### config.mk
export PLATFORM = sky130hd
export DESIGN_NAME = serial_adder
export DESIGN_NICKNAME = d
export VERILOG_FILES = /design/src/rtl/serial_adder.sv
export SDC_FILE = /design/constraint.sdc
export NUM_CORES = 1
export LEC_CHECK = 0
export CAP_MARGIN = 30
export CELL_PAD_IN_SITES_DETAIL_PLACEMENT = 0
export CELL_PAD_IN_SITES_GLOBAL_PLACEMENT = 2
export CORE_MARGIN = 3
export CORE_UTILIZATION = 29
export CTS_BUF_LIST = sky130_fd_sc_hd__clkbuf_4
export DETAILED_ROUTE_END_ITERATION = 12
export PLACE_DENSITY = 0.83
export REMOVE_ABC_BUFFERS = 1
export SLEW_MARGIN = 20
export SYNTH_ARGS = -nofsm -noshare
export SYNTH_HDL_FRONTEND = slang
export SYNTH_SLANG_ARGS = --single-unit
### constraint.sdc
create_clock -name clk -period 1.2 [get_ports clk]
set_input_delay 0.12 -clock clk [delete_from_list [all_inputs] [get_ports clk]]
set_output_delay 0.12 -clock clk [all_outputs]
set_load 0.02 [all_outputs]
### src/rtl/serial_adder.sv
// Bit-serial unsigned adder: accepts an operand pair, adds it LSB-first over WIDTH
// cycles, then presents the sum and carry with a valid/ready handshake.
module serial_adder #(
  parameter int WIDTH = 8
) (
  input  logic             clk,
  input  logic             rst,
  input  logic             in_valid,
  output logic             in_ready,
  input  logic [WIDTH-1:0] a,
  input  logic [WIDTH-1:0] b,
  output logic             out_valid,
  input  logic             out_ready,
  output logic [WIDTH-1:0] sum,
  output logic             carry_out
);

  localparam int CNT_W = (WIDTH > 1) ? $clog2(WIDTH) : 1;
  localparam logic [CNT_W-1:0] LAST_BIT = CNT_W'(WIDTH - 1);

  typedef enum logic [1:0] {IDLE, RUN, DONE} state_e;

  state_e           state_q;
  logic [WIDTH-1:0] a_q, b_q, sr_q, sum_q;
  logic             c_q, cout_q;
  logic [CNT_W-1:0] cnt_q;

  logic             ha1_s, ha1_c, ha2_s, ha2_c, c_d;
  logic [WIDTH-1:0] sum_d;

  // Full adder built from two half adders; the two carries can never both be set.
  assign ha1_s = a_q[0] ^ b_q[0];
  assign ha1_c = a_q[0] & b_q[0];
  assign ha2_s = ha1_s ^ c_q;
  assign ha2_c = ha1_s & c_q;
  assign c_d   = ha1_c | ha2_c;
  assign sum_d = {ha2_s, sr_q[WIDTH-1:1]};

  // The visible sum lives in its own register so it stays put while the next add runs.
  always_ff @(posedge clk) begin
    if (rst) begin
      state_q <= IDLE;
      a_q     <= '0;
      b_q     <= '0;
      sr_q    <= '0;
      sum_q   <= '0;
      c_q     <= 1'b0;
      cout_q  <= 1'b0;
      cnt_q   <= '0;
    end else begin
      case (state_q)
        IDLE: begin
          if (in_valid) begin
            a_q     <= a;
            b_q     <= b;
            c_q     <= 1'b0;
            cnt_q   <= '0;
            state_q <= RUN;
          end
        end
        RUN: begin
          a_q   <= a_q >> 1;
          b_q   <= b_q >> 1;
          sr_q  <= sum_d;
          c_q   <= c_d;
          cnt_q <= cnt_q + 1'b1;
          if (cnt_q == LAST_BIT) begin
            sum_q   <= sum_d;
            cout_q  <= c_d;
            cnt_q   <= '0;
            state_q <= DONE;
          end
        end
        DONE: begin
          if (out_ready) state_q <= IDLE;
        end
        default: state_q <= IDLE;
      endcase
    end
  end

  assign in_ready  = (state_q == IDLE);
  assign out_valid = (state_q == DONE);
  assign sum       = sum_q;
  assign carry_out = cout_q;

endmodule

; ---- Yosys cells after proc, flatten, opt, wreduce, memory -nomap -nowiden
; Index checks and enable logic that the tools add are counted.
[word_totals]
wordCells = 38
inputBits = 20
regBits = 39
[classes]
bitwise_logic = 5
n_reduce_logical = 5
addsub = 1
eq_ne = 6
mux = 13
[op_table]
columns = operator, n
row1 = $pmux W8 S2, 2
row2 = $mux W8, 2
row3 = $mux W2, 3
row4 = $mux W3, 2
row5 = $pmux W2 S3, 1
row6 = $pmux W3 S2, 1
row7 = $ne A2 B2 Y1 const B, 2
row8 = $reduce_and A2 Y1, 2
row9 = $add A3 B1 Y3 const B, 1
row10 = $eq A3 B3 Y1 const B, 1
row11 = $reduce_and A3 Y1, 1
row12 = $and A1 B1 Y1, 2
row13 = $eq A2 B1 Y1 const B, 1
row14 = $eq A2 B2 Y1 const B, 1
row15 = $logic_not A2 Y1, 1
row16 = $ne A2 B1 Y1 const B, 1
row17 = $pmux W1 S2, 1
row18 = $reduce_bool A2 Y1, 1
row19 = $xor A1 B1 Y1, 2
row20 = $mux W1, 1
row21 = $or A1 B1 Y1, 1

; ---- Depth between registers and ports, before layout
; Gate-level depths: netlist of run 1.
[depth]
ltp_word = 4
ltp_mapped = 6

; ---- Least setup slack after synthesis of run 1
; Ideal clock, no wire load.
[synth_path]
kind = reg-to-reg
from = register state_q[0]
to = register a_q[0]
setup_slack_ns = -0.106
setup_time_ns = 0.119
path_stages_with_launch = 6
t_required_ns = 1.081
t_arrival_ns = 1.187
period_less_slack_ns = 1.306
cell_sequence = dfxtp_1 buf_6 nor2_2 nand2_2 buf_2 o221a_1
[synth_via]
elab_chain_len = 3
elab_cells_between_ends = 6
cone_classes = eq/ne (2) / mux (1) / reduce/logical (3)
[synth_rtl]
columns = item, line_no
row1 = from (decl), 23  ; state_e state_q;
row2 = from (signal assigned), 42  ; state_q <= IDLE;
row3 = from (signal assigned), 58  ; state_q <= RUN;
row4 = from (signal assigned), 71  ; state_q <= DONE;
row5 = $logic_not A2 Y1 *, -
row6 = via in_ready, 9  ; output logic in_ready,
row7 = $ne A2 B2 Y1 (no source line) / $reduce_bool A2 Y1 (equally long branches), -
row8 = $reduce_and A2 Y1 (no source line), -
row9 = to (signal assigned), 62  ; a_q <= a_q >> 1;
row10 = to (decl), 24  ; logic [WIDTH-1:0] a_q, b_q, sr_q, sum_q;
; The timed path passes the listed nets; every way through them passes the cells marked *.
; A chain may end at the register's enable or synchronous reset.

; ---- Worst setup path in the final report of run 1
[layout_path]
from = register cnt_q[1]
to = register sum_q[3] (netlist: sum[3])
[layout_via]
elab_chain_len = 2
[layout_rtl]
columns = item, line_no
row1 = from (decl), 26  ; logic [CNT_W-1:0] cnt_q;
row2 = from (signal assigned), 66  ; cnt_q <= cnt_q + 1'b1;
row3 = $eq A3 B3 Y1, 67  ; if (cnt_q == LAST_BIT) begin
row4 = $reduce_and A2 Y1 (no source line), -
row5 = to (signal assigned), 68  ; sum_q <= sum_d;
row6 = to (decl), 24
; No other way between the ends.

==> results list, run 1 <==
* First-pass GRT wire length: 5.75 mm
* Crit path launch: cnt_q[1]$_SDFFE_PP0P_
* Number of buffers added to fix hold violations after cts: 0
- The floorplan step set the die width to 79.8 µm.
* Grt met2 use: 17.9%
- Clock input transition at the sequential cells of the worst setup and hold paths: 0.12 ns
* # clock sinks: 38
* Final hold violation count: 0
- Cells with a size suffix above 1 make up 31.3% of the layout.
- Worst vdd rail ir drop: 0.000326 V
- Via count normalized by instance count: 4.69
- Antenna violations before repair: 0
- Buffers on Ports: 30
- The tool flagged a number of max-cap violations equal to 0.
- Area added between synthesis and finish: 40.1%
* Post-layout instance area: 0.00221 mm²
- Slew of the pin with the lowest slew margin: 0.377 ns
* Vias in the first global route: 1,225
* Gate Count Post-Synth: 170
* Maximum number of pins on one net before global-route repair: 39
- Clock tree from TritonCTS: done
- In this run the remaining antenna-violating nets after routing total 0.
* Area share of the largest cell type after synthesis: 48.2%
- Number of primary I/O pins: 31
- Endpoint required time on the critical path: 1.47 ns
- Counting flops with an async set or reset pin after synthesis yields a share of 0%.
* Element type at the critical path start: flip-flop
* Number of non-filler instances in the completed layout: 281
* Most crowded layer after global routing: met2
* Top fanout value on the critical path: 5
- Period utilisation layout: 99.8%
* Power dissipated by switching net loads: 0.610 mW
- Placed cell count: 269
* Cell area after synthesis: 0.00158 mm²
* Global-route total usage across every layer: 11.7%
- Total core area: 0.00517 mm²
- Height of the die: 79.8 µm
- Synthesized flop and latch total: 38
* Half-perimeter wire length after detailed placement: 2.14 mm
* Vias post-DR: 1,317
* Slew Limit Headroom: 74.8%
* CTS H-tree lvls: 2
- In this run, distinct cell masters in the synthesized netlist total 26.
- The die covers 0.00637 mm².
- Dividing the detail-routed wire length by the instance count gives 12.3 µm.
* Slew Limit Fails: 0
* Main flop type after synthesis: dfxtp_1
- Clk network pwr share: 27.7%
* Number of warnings issued by yosys: 0
- Clock Tree Buf Depth: 2
- The share of total power dissipated in sequential elements is 57.2%.
- After layout, the minimum clock period comes to 1.20 ns.
- The final layout contains routed wiring with a total length of 3.44 mm.
* DRC violations left: 0
- For met1 alone, demand over resource in global routing was 15.0%.
* Result of the run: completed
* Placed standard-cell area: 0.00201 mm²
- The critical path is of the flip-flop to flip-flop type.
- Clock Skews: 0.0106 ns
* Leading area contributor after synthesis: dfxtp_1
- The cell sitting at the root of the clock tree is a clkbuf_4.
- After the first detailed-routing iteration, the DRC count stood at 41.
- Number of buffers created by CTS: 5
- Fmax: 0.835 GHz
* Reg2Reg Launch Point: cnt_q[1]$_SDFFE_PP0P_
- Internal power consumption: 1.75 mW
* Grt met3 use: 3.50%
- Leading cell types by total area after synthesis: dfxtp_1 48%, o221a_1 10%, a21oi_1 6.7%
- Length of the first detailed-routing pass in iterations: 4
- Per report_power, the combinational group accounts for 15.1% of the total.
- Insertion delay of the later-clocked pin in the worst-skew pair: 0.34 ns
* Post-synth EDFFs: 0
* Residual overflow from global routing: 0
* Net total in the final layout: 233
- The initial utilization of the core area, before any placement, comes to 30.5%.
- In this run the most critical hold path is launched from a[4].
* Min-delay worst type: input pin to flip-flop
* Power per unit of standard cell area: 1070 mW/mm²
- Unrepaired setup endpoints after global routing: yes
- Of the synthesized area, sequential elements account for 48.2%.
- In this run the static leakage power is 0.785 nW.
- STA classifies the critical path endpoint as a flip-flop.
- Setup violations remaining at the end of the flow were counted as 0.
- Top cells by instance count after synthesis: 38 x dfxtp_1, 23 x nand2_1, 21 x a21oi_1, 15 x inv_1, 14 x o221a_1
- Syn_area_per_cell: 9.29 µm²
- By instance count, the leading cell after synthesis is dfxtp_1.
- Data arrival time of the critical path: 1.47 ns
- Of the total power, the share spent switching nets is 25.8%.
- The floorplan has 26 rows.
* Ant diodes: 0
* Routability cong.: 0.688
## path summary, 6_finish.rpt
kind,to,slack (ns),depth (start not counted)
setup / recovery,sum[3]$_SDFFE_PP0P_,0.002,6
hold / removal,a_q[4]$_SDFFE_PP0P_,0.41,2
hold reg to reg,sum[5]$_SDFFE_PP0P_,0.47,2
setup reg to reg,sum[3]$_SDFFE_PP0P_,0.002,6
## critical path, stage by stage (launching register included)
cell	delay (ns)
dfxtp_2	0.35
ha_4	0.16
ha_4	0.16
nand3b_1	0.13
buf_6	0.17
nand2_4	0.05
a21oi_2	0.11
## routing by layer
layer  vias to the layer above  share of wire [%]
li1                        672                  -
met1                       620                 48
met2                        21                 46
met3                         4                3.9
met4                         0                1.3
met5                         -                  0
## cell usage in the layout, fill, tap and decap left out, types with 3 or more instances in the layout
master | synthesis | routed
a21oi_1 | 21 | 15
inv_1 | 15 | 15
clkdlybuf4s15_1 | 0 | 4
a22oi_1 | 4 | 4
nand2_4 | 0 | 3
dfxtp_1 | 38 | 33
nand3_1 | 9 | 9
clkdlybuf4s50_1 | 0 | 19
clkbuf_2 | 0 | 5
a21oi_2 | 10 | 16
nor2_1 | 9 | 8
o221a_1 | 14 | 14
buf_6 | 3 | 6
clkbuf_4 | 0 | 6
nand2_2 | 1 | 6
nand2_1 | 23 | 14
buf_4 | 2 | 8
dfxtp_2 | 0 | 4
## per-stage QoR
stage	hold slack (ns)	worst slack (ns)	power [mW]	util (%)	TNS, ns
finish	0.405	0.00201	2.36	42.8	0
global route	0.400	-0.0564	2.51	42.8	-0.796
CTS	0.387	-0.0363	2.39	42.7	-0.237
detailed placement	0.448	-0.593	1.71	38.8	-9.13
global placement	0.447	-0.568	1.70	38.8	-8.92
floorplan	0.189	-0.239	1.53	-	-6.28
## cells by family (layout without fill, tap and decap cells)
logic type	count (synthesis)	count (layout)	share of synthesized area (%)
compound gates	52	52	25.7
fa+ha+maj	3	3	2.85
buf+inv	27	68	8.56
flops	38	38	48.2
mux	1	1	0.634
simple gates	49	49	14.1
## state kept, by name (all words and copies together), names as in the netlist
signal,flops
cnt_q,3
b_q,8
sr_q,7
state_q,2
sum,8
a_q,8
carry_out,1
c_q,1
## cell type report
class                           count  area, µm²
Sequential cell                    38        769
Tap cell                           70       87.6
Fill cell                         531       2960
Clock inverter                      2       8.76
Clock buffer                        6       45.0
Timing Repair Buffer               45        448
Inverter                           15       56.3
Multi-Input combinational cell    105        797
## power by group through the flow
stage                     Sequential, mW  Clock, mW  Combinational (mW)
after floorplan                     1.38          0               0.160
after detailed placement            1.38          0               0.327
after CTS                           1.35      0.688               0.347
after global placement              1.38          0               0.322
after global routing                1.36      0.752               0.394
final                               1.35      0.654               0.357
## timing repair
| item | 4_1_cts | 5_1_grt |
|---|---|---|
| endpoints found under the setup margin | 36 | 34 |
| resized for setup | 52 | 22 |
| gates cloned | 1 | 1 |
| setup buffers | 3 | 1 |
| pin swaps | 20 | 5 |
| hold endpoints to repair | 0 | 0 |
No activity file was read; power rests on OpenSTA's default activity.
==> inputs of run 2 (changes only) <==
--- a/config.mk
+++ b/config.mk
@@ -10,2 +10,3 @@
 export CELL_PAD_IN_SITES_GLOBAL_PLACEMENT = 2
+export CORE_ASPECT_RATIO = 0.7
 export CORE_MARGIN = 3
==> constraint.sdc (replaced) <==
create_clock -name clk -period 1.2 [get_ports clk]
set_input_delay 0.36 -clock clk [delete_from_list [all_inputs] [get_ports clk]]
set_output_delay 0.36 -clock clk [all_outputs]
set_load 0.02 [all_outputs]
==> run 2 against run 1 <==
Critical path depth is 3 lower; wire length rose by 5.9%; sequential power is essentially flat; flip-flop and latch count unchanged; final area is 6.3% higher; sequential share of layout area down 1.8 points; highest routed layer unchanged; die area up 0.22%; clock-buffer cell count is 1 lower; critical path type is now flip-flop to output port; non-clock buffer count grew 14; the flow now finishes with violations (negative setup slack); hold slack improved by 0.058 ns; power grew 8.8%; register-to-register slack got worse by 0.15 ns.
==> results list, run 2 (synthesis results as in run 1) <==
- Result of the run: finished, violations left
- Violated checks: negative setup slack
* Number of buffers added to fix hold violations after cts: 0
- Half-perimeter wire length after detailed placement: 2.43 mm
- Height of the die: 67.7 µm
- Drt total wl: 3.65 mm
- Initial drt markers: 66
* Via count normalized by instance count: 4.63
- Setup violations remaining at the end of the flow were counted as 38.
- Across the VDD grid, the largest voltage drop is 0.000543 V.
- In this run the core area contains 21 standard-cell rows.
- Clock tree synthesis inserted a total of 5 buffers.
- Residual overflow from global routing: 0
- The clock network burns 32.9% of the power.
* Post-route setup TNS: -3.40 ns
* Post-placement setup slack: -0.827 ns
- The multi-input combinational cells in the finished layout cover a total of 777 µm².
- Data arrival time of the critical path: 1.04 ns
- Ant diodes: 0
- At the end of routability-driven placement, the weighted congestion stood at 0.755.
- Slew Limit Headroom: 84.9%
- Final standard cell utilization of the core: 46.8%
* Fmax: 0.717 GHz
* Layout filler cell count: 493
* Leakage: 0.884 nW
- Relative to the synthesized area, the layout overhead comes to 48.9%.
- Slew of the pin with the lowest slew margin: 0.227 ns
- First-pass GRT wire length: 6.04 mm
* Sequential Area: 776 µm²
- The via count of the first global-routing pass was 1,293.
- DIE WIDTH: 94.2 µm
- Dividing total power by cell area gives a power density of 1090 mW/mm².
- Period utilisation layout: 116%
- Counting I/O delays and the setup requirement, the final critical path takes 1.40 ns.
- After detailed placement, the total cell area comes to 0.00205 mm².
- STA classifies the critical path endpoint as an output port.
* Post-layout instance area: 0.00235 mm²
* Final hold violation count: 0
* # clock sinks: 38
- Total core area: 0.00502 mm²
- Clock input transition at the sequential cells of the worst setup and hold paths: 0.11 ns
- Reported max-cap violation count: 0
- Power dissipated by switching net loads: 0.636 mW
* Average detailed-routed wire length per instance: 12.4 µm
* Internal power consumption: 1.94 mW
- Number of primary I/O pins: 31
- Maximum number of pins on one net before global-route repair: 39
- Top fanout value on the critical path: 3
* DRC violations left: 0
* Element type at the critical path start: flip-flop
- Length of the first detailed-routing pass in iterations: 4
* Min-delay worst type: flip-flop to flip-flop
- The library cells used most frequently in the layout, excluding fill and tap cells, are 26 x dfxtp_1, 23 x nand2_1, 22 x buf_4.
- Portion of total power attributed to combinational logic: 14.3%
* Most common library cell in the layout ignoring fill and taps: dfxtp_1
- Endpoint required time on the critical path: 0.84 ns
- TritonCTS built the clock tree.
- In the global route stage, overall resource usage came out at 12.2%.
- Clock Skews: 0.0132 ns
- Switch share: 24.7%
* Slew Limit Fails: 0
- Buffers on Ports: 30
* Worst path setup slack after routing: -0.195 ns
- Relative contribution of sequential cells to total power: 52.7%
- Setup repair after global routing could not meet its margin everywhere.
- Fraction of final layout cells with drive strength greater than 1: 37.9%
- The longest clock path from root to sink contains 2 buffers.
- Once the floorplan was initialized, standard cells occupied 31.5% of the core.
- The H-tree was split into 2 levels.
- The worst setup path is of the flip-flop to output port kind.
* Insertion delay of the later-clocked pin in the worst-skew pair: 0.35 ns
- Vias post-DR: 1,358
- Worst hold slack: 0.464 ns
- Antenna violations before repair: 0
* Root buffer selected by CTS: clkbuf_4
* Net total in the final layout: 247
* ANT nets after route: 0
- The floorplan step defined a die boundary enclosing 0.00638 mm².
[run 2: cell types whose count changed in the layout (fill, tap and decap cells not counted), moves of 6 or more]
cell and change:
dfxtp_1 -7, nand2_2 -6, buf_6 +9, nand2_1 +9, dfxtp_2 +8, buf_4 +14
[run 2: cell type report]
type | count | area share, %
Clock inverter | 2 | 1.44
Multi-Input combinational cell | 105 | 33.0
Sequential cell | 38 | 33.0
Inverter | 15 | 2.39
Tap cell | 69 | 3.67
Clock buffer | 5 | 1.60
Timing Repair Buffer | 59 | 24.9
[run 2: critical path: stages (launching register included)]
cell     delay [ns]
dfxtp_2        0.35
buf_6          0.12
nor2_4         0.10
buf_6          0.13
[run 2: path summary, 6_finish.rpt]
kind / start / end / cells past startpoint / slack, ns
worst max-delay path: state_q[1]$_SDFFE_PP0P_ / in_ready / 3 / -0.20
worst min register to register: sr_q[1]$_SDFFE_PP0N_ / sum[0]$_SDFFE_PP0P_ / 2 / 0.46
worst max register to register: state_q[0]$_SDFFE_PP0P_ / a_q[5]$_SDFFE_PP0P_ / 5 / -0.15
worst min-delay path: sr_q[1]$_SDFFE_PP0N_ / sum[0]$_SDFFE_PP0P_ / 2 / 0.46
[run 2: stage by stage]
stage               cells  total power, mW
floorplan             158             1.53
global placement      275             1.70
detailed placement    275             1.71
CTS                   286             2.59
global route          293             2.69
finish                293             2.57
[run 2: power groups by stage]
stage	sequential, mW	combinational [mW]	clock [mW]
5_1_grt	1.37	0.406	0.916
3_5_place_dp	1.38	0.328	0
3_3_place_gp	1.38	0.320	0
2_1_floorplan	1.38	0.160	0
6_report	1.36	0.368	0.848
4_1_cts	1.35	0.361	0.870
[run 2: per-layer routing]
metal | vias to the layer above | GRT usage [%] | routed length (µm)
met5 | - | 0 | 0
met4 | 0 | 4.86 | 21
met3 | 2 | 3.45 | 156
met2 | 20 | 19.5 | 1680
met1 | 642 | 15.7 | 1790
li1 | 694 | - | -
[run 2: repair_timing]
item                       in CTS  in global routing
resized for setup              93                 10
buffers inserted                4                  8
pin swaps                       9                  4
setup endpoints to repair      45                 49
hold endpoints to repair        0                  0
==> edit (flow settings as in run 2) <==
Change the parameter `WIDTH` from 8 to 16.
--- a/src/rtl/serial_adder.sv
+++ b/src/rtl/serial_adder.sv
@@ -1,7 +1,7 @@
 // Bit-serial unsigned adder: accepts an operand pair, adds it LSB-first over WIDTH
 // cycles, then presents the sum and carry with a valid/ready handshake.
 module serial_adder #(
-  parameter int WIDTH = 8
+  parameter int WIDTH = 16
 ) (
   input  logic             clk,
   input  logic             rst,
Ports: changed (resized a, b and sum); port bits go from 31 to 55. The function was not compared with the original's and may differ.
==> edit against run 2 <==
- the flow still finishes with violations (negative setup slack)
- synthesized cell count increased by 130%
- fmax decreased by 3.4%
- cell count increased by 100%
- setup slack got worse by 49 ps
- cell area increased by 94%
- area after synthesis increased by 99%
- die area increased by 90%
- critical path depth decreased by 1
- total power increased by 97%
- routed wire length increased by 130%
- sequential cell count increased by 33
- largest cell class unchanged
- largest power group unchanged
==> edit: results <==
outcome:
  status: "finished with violations"
  failed_checks: "negative setup slack"
critical_path:
  critPathMaxFanout: 6
  ff2ff_path_depth: 4
  reg2reg_slack_ps: -200
  crit_end: "out_valid"
  cp.arrival_ps: 1080
  reg2reg_to: "b_q[3]$_SDFFE_PP0P_"
  max_stage_delay_ps: 410
  cp_slowest_cell: "dfxtp_4"
logic_synthesis:
  yosys.cell_types.count: 35
  synth-adder-area-share_pct: 1.03
  synthMuxAreaShare_pct: 0
  synthTopCellsByArea: "dfxtp_1, a21oi_1, nand2_1, nor2_1, nand2b_1"
  synth_compound_area_share_pct: 22.2
  synth_seq_area_share_pct: 45.2
  synth_common_cells: "dfxtp_1, a21oi_1, nand2_1"
clocking:
  postCtsHoldBufs: 0
  clk_pin_slew_worst_paths_ps: 120
  numCtsBuffers: 9
  htreeDepth: 3
  ctsRootBufferMaster: "clkbuf_4"
  clock_latency_ps: 430
place:
  dpl.hpwl_um: 5130
  port_buffers: 54
  place_ws_ps: -611
  gp_congestion: 0.725
drt:
  routed_wl_um: 8370
  dr.first_iter.drc_count: 157
  via_per_inst: 4.83
timing:
  worst_pin_slew_ps: 255
  tns_ps: -9400
  setup_viol: 89
  setup_ws_ps: -244
  finClkSkew_ps: 24.6
global_routing:
  grt_usage_pct: 13.8
  use_met2_pct: 19.1
  grt_pass1_vias: 2623
  grt_pass1_wl_um: 13200
  grt.met3_usage_pct: 4.00
  antenna_found_initial: 1
  groute.layer.met1.usage_pct: 20.1
cells_and_area:
  fillCellCount: 1065
  num-nets-final: 489
  final_layout_size_suffix_gt1_share_pct: 29.6
worst_hold_path:
  worstHoldPathType: "input port to flip-flop"
  hp-start: "rst"
  min_to: "b_q[15]$_SDFFE_PP0P_"
power:
  leakage_uw: 0.00172
  ir_worst_vdd_mv: 0.549
-- edit: cell types whose count changed in the layout (fill, tap and decap cells not counted), sizes merged, moves of 15 or more --
cell    delta
a21oi     +36
dfxtp     +33
nand2     +20
nand2b    +15
nor2      +23
o21ai     +17
or3b      +15
-- edit: what timing repair did --
item | in CTS | in global routing
gates resized for setup | 152 | 33
endpoints found under the setup margin | 90 | 90
buffers inserted | 3 | 2
pin swaps | 5 | 4
gates cloned | 2 | 4
-- edit: stage by stage --
step / hold WS (ps) / cells / area [um^2]
6_report: 345 / 589 / 4550
5_1_grt: 330 / 589 / 4550
4_1_cts: 323 / 583 / 4320
3_5_place_dp: 447 / 562 / 3950
3_3_place_gp: 446 / 562 / 3950
2_1_floorplan: 425 / 349 / 2960
-- edit: layer usage --
metal | part of all wire, % | vias to the layer above
met1 | 52 | 1330
met2 | 43 | 39
met4 | 1.5 | 0
met3 | 3.5 | 8
li1 | - | 1467
met5 | 0 | -
-- edit: logic make-up (layout without fill, tap and decap cells) --
group	count (synthesis)	after routing
AND/OR/NAND/NOR	155	155
AO/OA/AOI/OAI	113	113
flip-flops	71	71
buffers and inverters	43	115
adder cells (fa/ha/maj)	2	2
other	0	1
-- edit: area by class of cell --
cell class	count	area, um^2	area share [%]
Multi-Input combinational cell	270	1630	35.9
Inverter	8	30.0	0.660
Sequential cell	71	1450	31.9
Tap cell	132	165	3.63
Antenna cell	1	2.50	0.0550
Clock inverter	7	87.6	1.93
Clock buffer	9	67.6	1.49
Timing Repair Buffer	91	1110	24.5
-- edit: power breakdown --
part / internal [uW] / leakage, uW / switching, uW / total [uW]
sequential: 2460 / 0.000591 / 67.5 / 2520
clock: 830 / 0.0000855 / 877 / 1710
combinational: 477 / 0.00104 / 366 / 844
total: 3760 / 0.00172 / 1310 / 5080
